<file path="src/rtl/access_sequencer.sv">
// access_sequencer: multi-cycle command sequencer in front of a single-port account RAM.
// Executes one command at a time: reads, key writes, money add/sub and a two-player transfer.
// Optional build macro ACCESS_SAT_EN: credit overflow clamps to all-ones instead of rejecting.
module access_sequencer #(
    parameter int unsigned DATA_W      = 8,
    parameter int unsigned PLAYER_BITS = 2,
    parameter int unsigned RD_LAT      = 1
) (
    input  logic                   clock,
    input  logic                   reset,
    input  logic                   req,
    output logic                   ready,
    input  logic [2:0]             process,
    input  logic [PLAYER_BITS-1:0] player,
    input  logic [PLAYER_BITS-1:0] player2,
    input  logic [DATA_W-1:0]      operand,
    output logic                   done,
    output logic                   err,
    output logic [DATA_W-1:0]      result,
    output logic [PLAYER_BITS:0]   address,
    output logic [DATA_W-1:0]      data_in,
    output logic                   wren,
    input  logic [DATA_W-1:0]      q
);

    localparam int unsigned ADDR_W = PLAYER_BITS + 1;
    localparam int unsigned CNT_W  = 3;

    localparam logic [2:0] CMD_NOP    = 3'b000;
    localparam logic [2:0] CMD_RD_MON = 3'b001;
    localparam logic [2:0] CMD_RD_KEY = 3'b010;
    localparam logic [2:0] CMD_ADD    = 3'b011;
    localparam logic [2:0] CMD_SUB    = 3'b100;
    localparam logic [2:0] CMD_WR_KEY = 3'b101;
    localparam logic [2:0] CMD_XFER   = 3'b110;
    localparam logic [2:0] CMD_RSVD   = 3'b111;

    typedef enum logic [3:0] {
        S_IDLE, S_RD_A, S_WAIT_A, S_RD_B, S_WAIT_B, S_CALC, S_WR_A, S_WR_B, S_DONE
    } state_t;

    state_t                 state_q, state_d;
    logic [2:0]             cmd_q, cmd_d;
    logic [PLAYER_BITS-1:0] pa_q, pa_d, pb_q, pb_d;
    logic [DATA_W-1:0]      op_q, op_d;
    logic [CNT_W-1:0]       cnt_q, cnt_d;
    logic [DATA_W-1:0]      bal_a_q, bal_a_d, bal_b_q, bal_b_d, new_b_q, new_b_d;
    logic                   ready_q, ready_d, done_q, done_d, err_q, err_d, wren_q, wren_d;
    logic [DATA_W-1:0]      result_q, result_d, data_in_q, data_in_d;
    logic [ADDR_W-1:0]      address_q, address_d;

    logic [DATA_W:0]        sum_a, diff_a, sum_b;
    logic [DATA_W-1:0]      calc_a, calc_b;
    logic                   calc_ok;

    assign ready   = ready_q;
    assign done    = done_q;
    assign err     = err_q;
    assign result  = result_q;
    assign address = address_q;
    assign data_in = data_in_q;
    assign wren    = wren_q;

    // New balances and accept/reject decision from the captured reads.
    always_comb begin
        sum_a   = {1'b0, bal_a_q} + {1'b0, op_q};
        diff_a  = {1'b0, bal_a_q} - {1'b0, op_q};
        sum_b   = {1'b0, bal_b_q} + {1'b0, op_q};
        calc_ok = 1'b1;
        calc_a  = diff_a[DATA_W-1:0];
        calc_b  = sum_b[DATA_W-1:0];
        case (cmd_q)
            CMD_ADD: begin
                calc_a = sum_a[DATA_W-1:0];
                if (sum_a[DATA_W]) begin
`ifdef ACCESS_SAT_EN
                    calc_a = '1;
`else
                    calc_ok = 1'b0;
`endif
                end
            end
            CMD_SUB: begin
                if (diff_a[DATA_W]) calc_ok = 1'b0;
            end
            CMD_XFER: begin
                if (diff_a[DATA_W]) calc_ok = 1'b0;
                if (sum_b[DATA_W]) begin
`ifdef ACCESS_SAT_EN
                    calc_b = '1;
`else
                    calc_ok = 1'b0;
`endif
                end
            end
            default: ;
        endcase
    end

    // Next state and next registered outputs; outputs follow the state being entered.
    always_comb begin
        state_d   = state_q;
        cmd_d     = cmd_q;
        pa_d      = pa_q;
        pb_d      = pb_q;
        op_d      = op_q;
        cnt_d     = cnt_q;
        bal_a_d   = bal_a_q;
        bal_b_d   = bal_b_q;
        new_b_d   = new_b_q;
        address_d = address_q;
        data_in_d = data_in_q;
        result_d  = result_q;
        wren_d    = 1'b0;
        err_d     = 1'b0;
        case (state_q)
            S_IDLE: begin
                if (req && process != CMD_NOP) begin
                    cmd_d = process;
                    pa_d  = player;
                    pb_d  = player2;
                    op_d  = operand;
                    if (process == CMD_RSVD || (process == CMD_XFER && player2 == player)) begin
                        state_d  = S_DONE;
                        err_d    = 1'b1;
                        result_d = '0;
                    end else if (process == CMD_WR_KEY) begin
                        state_d   = S_WR_A;
                        wren_d    = 1'b1;
                        address_d = {player, 1'b1};
                        data_in_d = operand;
                        result_d  = operand;
                    end else begin
                        state_d   = S_RD_A;
                        address_d = {player, process == CMD_RD_KEY};
                    end
                end
            end
            S_RD_A: begin
                state_d = S_WAIT_A;
                cnt_d   = CNT_W'(RD_LAT - 1);
            end
            S_WAIT_A: begin
                if (cnt_q == '0) begin
                    bal_a_d = q;
                    if (cmd_q == CMD_RD_MON || cmd_q == CMD_RD_KEY) begin
                        state_d  = S_DONE;
                        result_d = q;
                    end else if (cmd_q == CMD_XFER) begin
                        state_d   = S_RD_B;
                        address_d = {pb_q, 1'b0};
                    end else begin
                        state_d = S_CALC;
                    end
                end else begin
                    cnt_d = cnt_q - CNT_W'(1);
                end
            end
            S_RD_B: begin
                state_d = S_WAIT_B;
                cnt_d   = CNT_W'(RD_LAT - 1);
            end
            S_WAIT_B: begin
                if (cnt_q == '0) begin
                    bal_b_d = q;
                    state_d = S_CALC;
                end else begin
                    cnt_d = cnt_q - CNT_W'(1);
                end
            end
            S_CALC: begin
                if (!calc_ok) begin
                    state_d  = S_DONE;
                    err_d    = 1'b1;
                    result_d = bal_a_q;
                end else begin
                    state_d   = S_WR_A;
                    wren_d    = 1'b1;
                    address_d = {pa_q, 1'b0};
                    data_in_d = calc_a;
                    new_b_d   = calc_b;
                    result_d  = calc_a;
                end
            end
            S_WR_A: begin
                if (cmd_q == CMD_XFER) begin
                    state_d   = S_WR_B;
                    wren_d    = 1'b1;
                    address_d = {pb_q, 1'b0};
                    data_in_d = new_b_q;
                end else begin
                    state_d = S_DONE;
                end
            end
            S_WR_B:  state_d = S_DONE;
            S_DONE:  state_d = S_IDLE;
            default: state_d = S_IDLE;
        endcase
        done_d  = (state_d == S_DONE);
        ready_d = (state_d == S_IDLE);
    end

    // State and output registers; reset drops wren and returns to IDLE immediately.
    always_ff @(posedge clock or posedge reset) begin
        if (reset) begin
            state_q   <= S_IDLE;
            cmd_q     <= '0;
            pa_q      <= '0;
            pb_q      <= '0;
            op_q      <= '0;
            cnt_q     <= '0;
            bal_a_q   <= '0;
            bal_b_q   <= '0;
            new_b_q   <= '0;
            ready_q   <= 1'b1;
            done_q    <= 1'b0;
            err_q     <= 1'b0;
            wren_q    <= 1'b0;
            result_q  <= '0;
            data_in_q <= '0;
            address_q <= '0;
        end else begin
            state_q   <= state_d;
            cmd_q     <= cmd_d;
            pa_q      <= pa_d;
            pb_q      <= pb_d;
            op_q      <= op_d;
            cnt_q     <= cnt_d;
            bal_a_q   <= bal_a_d;
            bal_b_q   <= bal_b_d;
            new_b_q   <= new_b_d;
            ready_q   <= ready_d;
            done_q    <= done_d;
            err_q     <= err_d;
            wren_q    <= wren_d;
            result_q  <= result_d;
            data_in_q <= data_in_d;
            address_q <= address_d;
        end
    end

endmodule

</file>
<file path="config.mk">
export PLATFORM = sky130hd
export DESIGN_NAME = access_sequencer
export DESIGN_NICKNAME = d
export VERILOG_FILES = /design/src/rtl/access_sequencer.sv
export SDC_FILE = /design/constraint.sdc
export NUM_CORES = 1
export LEC_CHECK = 0
export BUFFER_PORTS_ARGS = -buffer_cell sky130_fd_sc_hd__buf_4
export CAP_MARGIN = 20
export CORE_ASPECT_RATIO = 1.2
export CORE_MARGIN = 3
export CORE_UTILIZATION = 54
export DETAILED_ROUTE_END_ITERATION = 10
export GPL_TIMING_DRIVEN = 0
export HOLD_SLACK_MARGIN = 0.12
export PLACE_DENSITY = 0.87
export SYNTH_ARGS = -nofsm -noshare
export SYNTH_HDL_FRONTEND = slang
export SYNTH_SLANG_ARGS = --single-unit
</file>
<file path="constraint.sdc">
create_clock -name clock -period 2.6 [get_ports clock]
set_input_delay 0.13 -clock clock [delete_from_list [all_inputs] [get_ports clock]]
set_output_delay 0.13 -clock clock [all_outputs]
set_load 0.01 [all_outputs]
</file>
-- Yosys cells after proc, flatten, opt, wreduce, memory -nomap -nowiden
Cells that the tools add are included.
- register bits: 69
- output and inout port bits: 23
- add/sub/neg operators: 4
- equality and inequality tests: 28
- multiplexer cells: 47
- reduce and logical (&&, ||, !) cells: 22
- operators with widths (cell ; count):
    two-way mux 8 bit ; 11
    case mux 8 bit (3 select lines) ; 2
    case mux 4 bit (8 select lines) ; 1
    two-way mux 4 bit ; 7
    two-way mux 3 bit ; 9
    adder 8 x 8 -> 9 bit ; 2
    != test 2 bit (second input constant) ; 9
    equality test 4 x 3 -> 1 bit (second input constant) ; 4
    equality test 3 bit (second input constant) ; 5
    two-way mux 1 bit ; 12
    case mux 3 bit (4 select lines) ; 1
    AND reduction 6 bit ; 2
    AND reduction 2 bit ; 5
    equality test 3 x 2 -> 1 bit (second input constant) ; 3
    nonzero test 3 bit ; 3
    subtractor 8 x 8 -> 9 bit ; 1
    equality test 4 x 2 -> 1 bit (second input constant) ; 2
    zero test 4 bit ; 2
    case mux 1 bit (3 select lines) ; 2
    case mux 3 bit (2 select lines) ; 1
    AND reduction 5 bit ; 1
    equality test 4 x 1 -> 1 bit (second input constant) ; 1
    equality test 4 bit (second input constant) ; 1
    nonzero test 4 bit ; 1
    10 further kinds ; 13

-- Longest topological paths before layout
- depth in word-level cells: 7
- gate-level depth with buffers: 11
- mapped depth without buffers: 10

-- Worst setup path before layout
OpenSTA, ideal clock, no wires.
- kind: register -> register
- from: register bal_a_q[0]
- to: register data_in_q[0] (netlist: data_in[0])
- data arrival time: 2.458 ns
- required time: 2.475 ns
- setup slack: 0.017 ns
- cell stages (with the launch flop): 12
- clock period less this slack: 2.583 ns
- cells stage by stage: dfrtp_1 inv_1 ha_1 inv_1 fa_1 a21o_1 a221oi_1 o21a_1 o22ai_4 a21o_1 buf_6 mux2_4
- word-level cells in the longest chain between the ends: 6
- RTL lines (what ; RTL line ; source):
    from (decl) ; 47 ; logic [DATA_W-1:0] bal_a_q, bal_a_d, bal_b_q, bal_b_d, new_b_q, new_b_d;
    from (signal assigned) ; 229 ; bal_a_q <= bal_a_d;
    subtractor 8 x 8 -> 9 bit ; 67 ; diff_a = {1'b0, bal_a_q} - {1'b0, op_q};
    two-way mux 1 bit ; 84, 87 ;
    two-way mux 1 bit ; 88 ; if (sum_b[DATA_W]) begin
    case mux 1 bit (3 select lines) ; 72 ; case (cmd_q)
    != test 2 bit (no source line) ; -- ;
    AND reduction 6 bit (no source line) ; -- ;
    to (signal assigned) ; 237 ; data_in_q <= data_in_d;
    to (decl) ; 49 ; logic [DATA_W-1:0] result_q, result_d, data_in_q, data_in_d;
Several ways; a longest one is shown, not always the timed one. The select of a mux whose other input is x is not followed.
A chain may end at the register's enable or synchronous reset.

-- Worst setup path after layout
- from: register op_q[0]
- to: register data_in_q[0] (netlist: data_in[0])
- word-level cells in the longest chain between the ends: 6
- RTL lines (what ; RTL line ; source):
    from (decl) ; 45 ; logic [DATA_W-1:0] op_q, op_d;
    from (signal assigned) ; 227 ; op_q <= op_d;
    subtractor 8 x 8 -> 9 bit ; 67 ;
    two-way mux 1 bit ; 84, 87 ;
    two-way mux 1 bit ; 88 ;
    case mux 1 bit (3 select lines) ; 72 ;
    != test 2 bit (no source line) ; -- ;
    AND reduction 6 bit (no source line) ; -- ;
Several ways; a longest one is shown, not always the timed one. The select of a mux whose other input is x is not followed.

==> results.ini <==
[finish]
layout_common_cells = 65 x buf_4, 65 x dfrtp_1, 46 x nand2_1
area_growth_pct = 31.7
nets = 632
post-route-util_pct = 75.2
diodes = 0
design_area_um2 = 5960
drive_above_1_share_pct = 31.4

[sta]
fin_skew_ns = 0.00984
fmax_mhz = 359
max_slew_margin_pct = 43.7
rsz0062_at_grt = true
layout_setup_ws_ns = -0.182
min_period_over_period_pct = 107
fin_crit_ns = 2.78
tightest_slew_ns = 0.844
hold_viol = 0
finalSetupViolCount = 21
drv_slew = 0

[synth]
postSynthAreaPerCell_um2 = 9.53
syn_nets = 530
async_flop_share_pct = 100
yosysTopAreaCellShare_pct = 37.6
synth_enable_flop_cells = 0
yosysWarningCount = 0
synth.distinct_cells = 71
synthesis.area_um2 = 4530
synth_seq_cells = 69
synthTopCellsByArea = dfrtp_1 38%, mux2_2 7.2%, ha_1 7.2%
synth_area_leader_cell = dfrtp_1
synth_ff_type = dfrtp_1
syn_inst = 475
ys_seq_area_share_pct = 38.2

[cts]
clock-sinks = 69
cts-buffers-inserted = 9
root_buffer = clkbuf_8
clk_latency_ns = 0.35
clock_path_buffers = 2
path_clk_slew_ns = 0.07
tritoncts = built
htreeDepth = 3

[run_status]
outcome = finished with violations
violations = negative setup slack

[routing]
drtIter0Drc = 593
drtAntennaViolNets = 0
drt-pass1-iter-count = 5
vias = 4441
wl_per_cell_um = 21.1
viasPerCell = 6.41
post-route-drc-count = 0
drt_wl_total_um = 14600

[hold_path]
hold_path.class = input port to register
hold_depth = 3
worstHoldStart = process[1]
min_to = cmd_q[1]$_DFFE_PP0P_

[grt]
first_global_vias = 4279
antenna_found_initial = 0
grt_pass1_wl_um = 22100
grt_overflow = 0
grt_use_total_pct = 30.4
grt_max_degree = 70

[placement]
hpwl_um = 9680
place_area_um2 = 5030
gp_congestion = 0.971
io_buffers = 48

[worst_setup_path]
cp-end-kind = register
crit_required_ns = 2.83
slowest_delay_ns = 0.42
cp_max_fo = 6
cpMaxStageDelayCell = dfrtp_1
r2r-end = data_in[0]$_DFFE_PP0P_
setup.worst_path.start = op_q[0]$_DFFE_PP0P_
path_class = register to register
ff2ff_path_depth = 11
cp_top_family = compound AO/OA/AOI/OAI gates
path_cells = buf_6 -> ha_4 -> inv_2 -> fa_2 -> a21o_1 -> a221oi_2 -> o21a_2 -> o22ai_4 -> a21o_1 -> buf_6 -> mux2_4
start_kind = register
path_buf_inv = 3
r2r_setup_slack_ns = -0.18
r2r_start = op_q[0]$_DFFE_PP0P_
cp_data_arrival_time_ns = 3.01

[floorplanning]
die_w_um = 89.6
die_area_um2 = 9520
initial_core_util_pct = 57.1
num_rows = 35
die_height_um = 106
pin_count = 49
design.core.area_um2 = 7930

[flow_run]
maxCapViolCount = 0

[power_and_ir_drop]
p_per_area_nw_per_um2 = 1460
power_mw = 8.68
vdd_ir_drop_max_mv = 0.805
leakage_nw = 2.65

-- per-layer routing --
metal	routed length (um)	GRT usage [%]	vias to the layer above
met2	6750	45.7	288
met1	5590	41.2	2117
met5	0	0	-
met3	1470	6.90	84
met4	807	13.7	0
li1	-	-	1952
-- tightest hold or removal path, cell delays in order --
cell     delay [ns]
buf_4          0.11
inv_1          0.08
o21ai_0        0.16
-- per-stage QoR --
stage	setup TNS (ns)	setup WS, ns	std cells	hold WS [ns]
finish	-1.63	-0.182	693	0.168
global route	-3.36	-0.220	693	0.213
CTS	-1.71	-0.162	683	0.157
detailed placement	-8.18	-0.415	634	0.354
global placement	-10.13	-0.340	634	0.347
floorplan	0	0.0167	475	0.235
-- power by group --
part	switching (mW)	total (mW)	internal [mW]	leakage (nW)
sequential	0.469	2.06	1.59	0.822
combinational	3.04	5.64	2.60	1.71
clock	0.412	0.986	0.575	0.115
total	3.92	8.68	4.76	2.65
-- cell type report --
type / instances / area (um^2)
Inverter: 24 / 92.6
Multi-Input combinational cell: 356 / 2840
Clock buffer: 14 / 193
Clock inverter: 2 / 37.5
Sequential cell: 69 / 1730
Timing Repair Buffer: 92 / 779
Buffer: 25 / 148
Fill cell: 502 / 1960
Tap cell: 111 / 139
-- cells in the mapped netlist, types with 3 or more instances --
cell / n
o21ai_0: 36
nor2_1: 27
fa_1: 3
xnor2_1: 11
nand3b_1: 3
mux2i_1: 4
a211oi_1: 10
a22oi_1: 6
buf_2: 7
clkbuf_1: 12
and3_1: 6
buf_6: 4
nor2b_1: 8
ha_1: 26
dfrtp_1: 68
xor2_1: 3
a21oi_1: 24
o31ai_1: 5
and3b_1: 3
nand2_1: 47
nand2b_1: 5
a22o_1: 3
inv_1: 24
nor3_1: 10
a211o_1: 3
nand3_1: 10
o221ai_1: 4
a21o_1: 8
o21a_1: 4
mux2_2: 29
a31oi_1: 13
-- how the worst max path moves through the flow --
stage,cells past startpoint,to
final,11,data_in[0]$_DFFE_PP0P_
after detailed placement,11,data_in[0]$_DFFE_PP0P_
after CTS,9,new_b_q[0]$_DFFE_PP0P_
after floorplan,11,data_in[0]$_DFFE_PP0P_
after global placement,9,data_in[0]$_DFFE_PP0P_
after global routing,11,data_in[0]$_DFFE_PP0P_
-- registers in the layout, indices dropped and copies added (netlist names), 4 cells and up --
| signal | cells |
|---|---|
| bal_a_q | 8 |
| bal_b_q | 8 |
| data_in | 8 |
| new_b_q | 8 |
| op_q | 8 |
| result | 8 |
| state_q | 4 |
-- logic make-up (layout without fill, tap and decap cells) --
kind of cell    Yosys count  count (layout)  share of synthesized area (%)
xor+xnor                 14              14                           2.71
mux                      35              35                           8.76
simple gates            133             133                           14.7
buf+inv                  50             157                           5.17
fa+ha+maj                29              29                           8.52
compound gates          145             145                           22.0
flops                    69              69                           38.2
-- timing repair --
item | in CTS | in global routing
setup buffers | 10 | 10
cloned | 0 | 1
pin swaps | 10 | 19
endpoints found under the hold margin | 100 | 0
hold buffers | 23 | 0
gates resized for setup | 21 | 48
setup endpoints to repair | 34 | 32
Note: power is estimated with default switching activity, not from simulation.
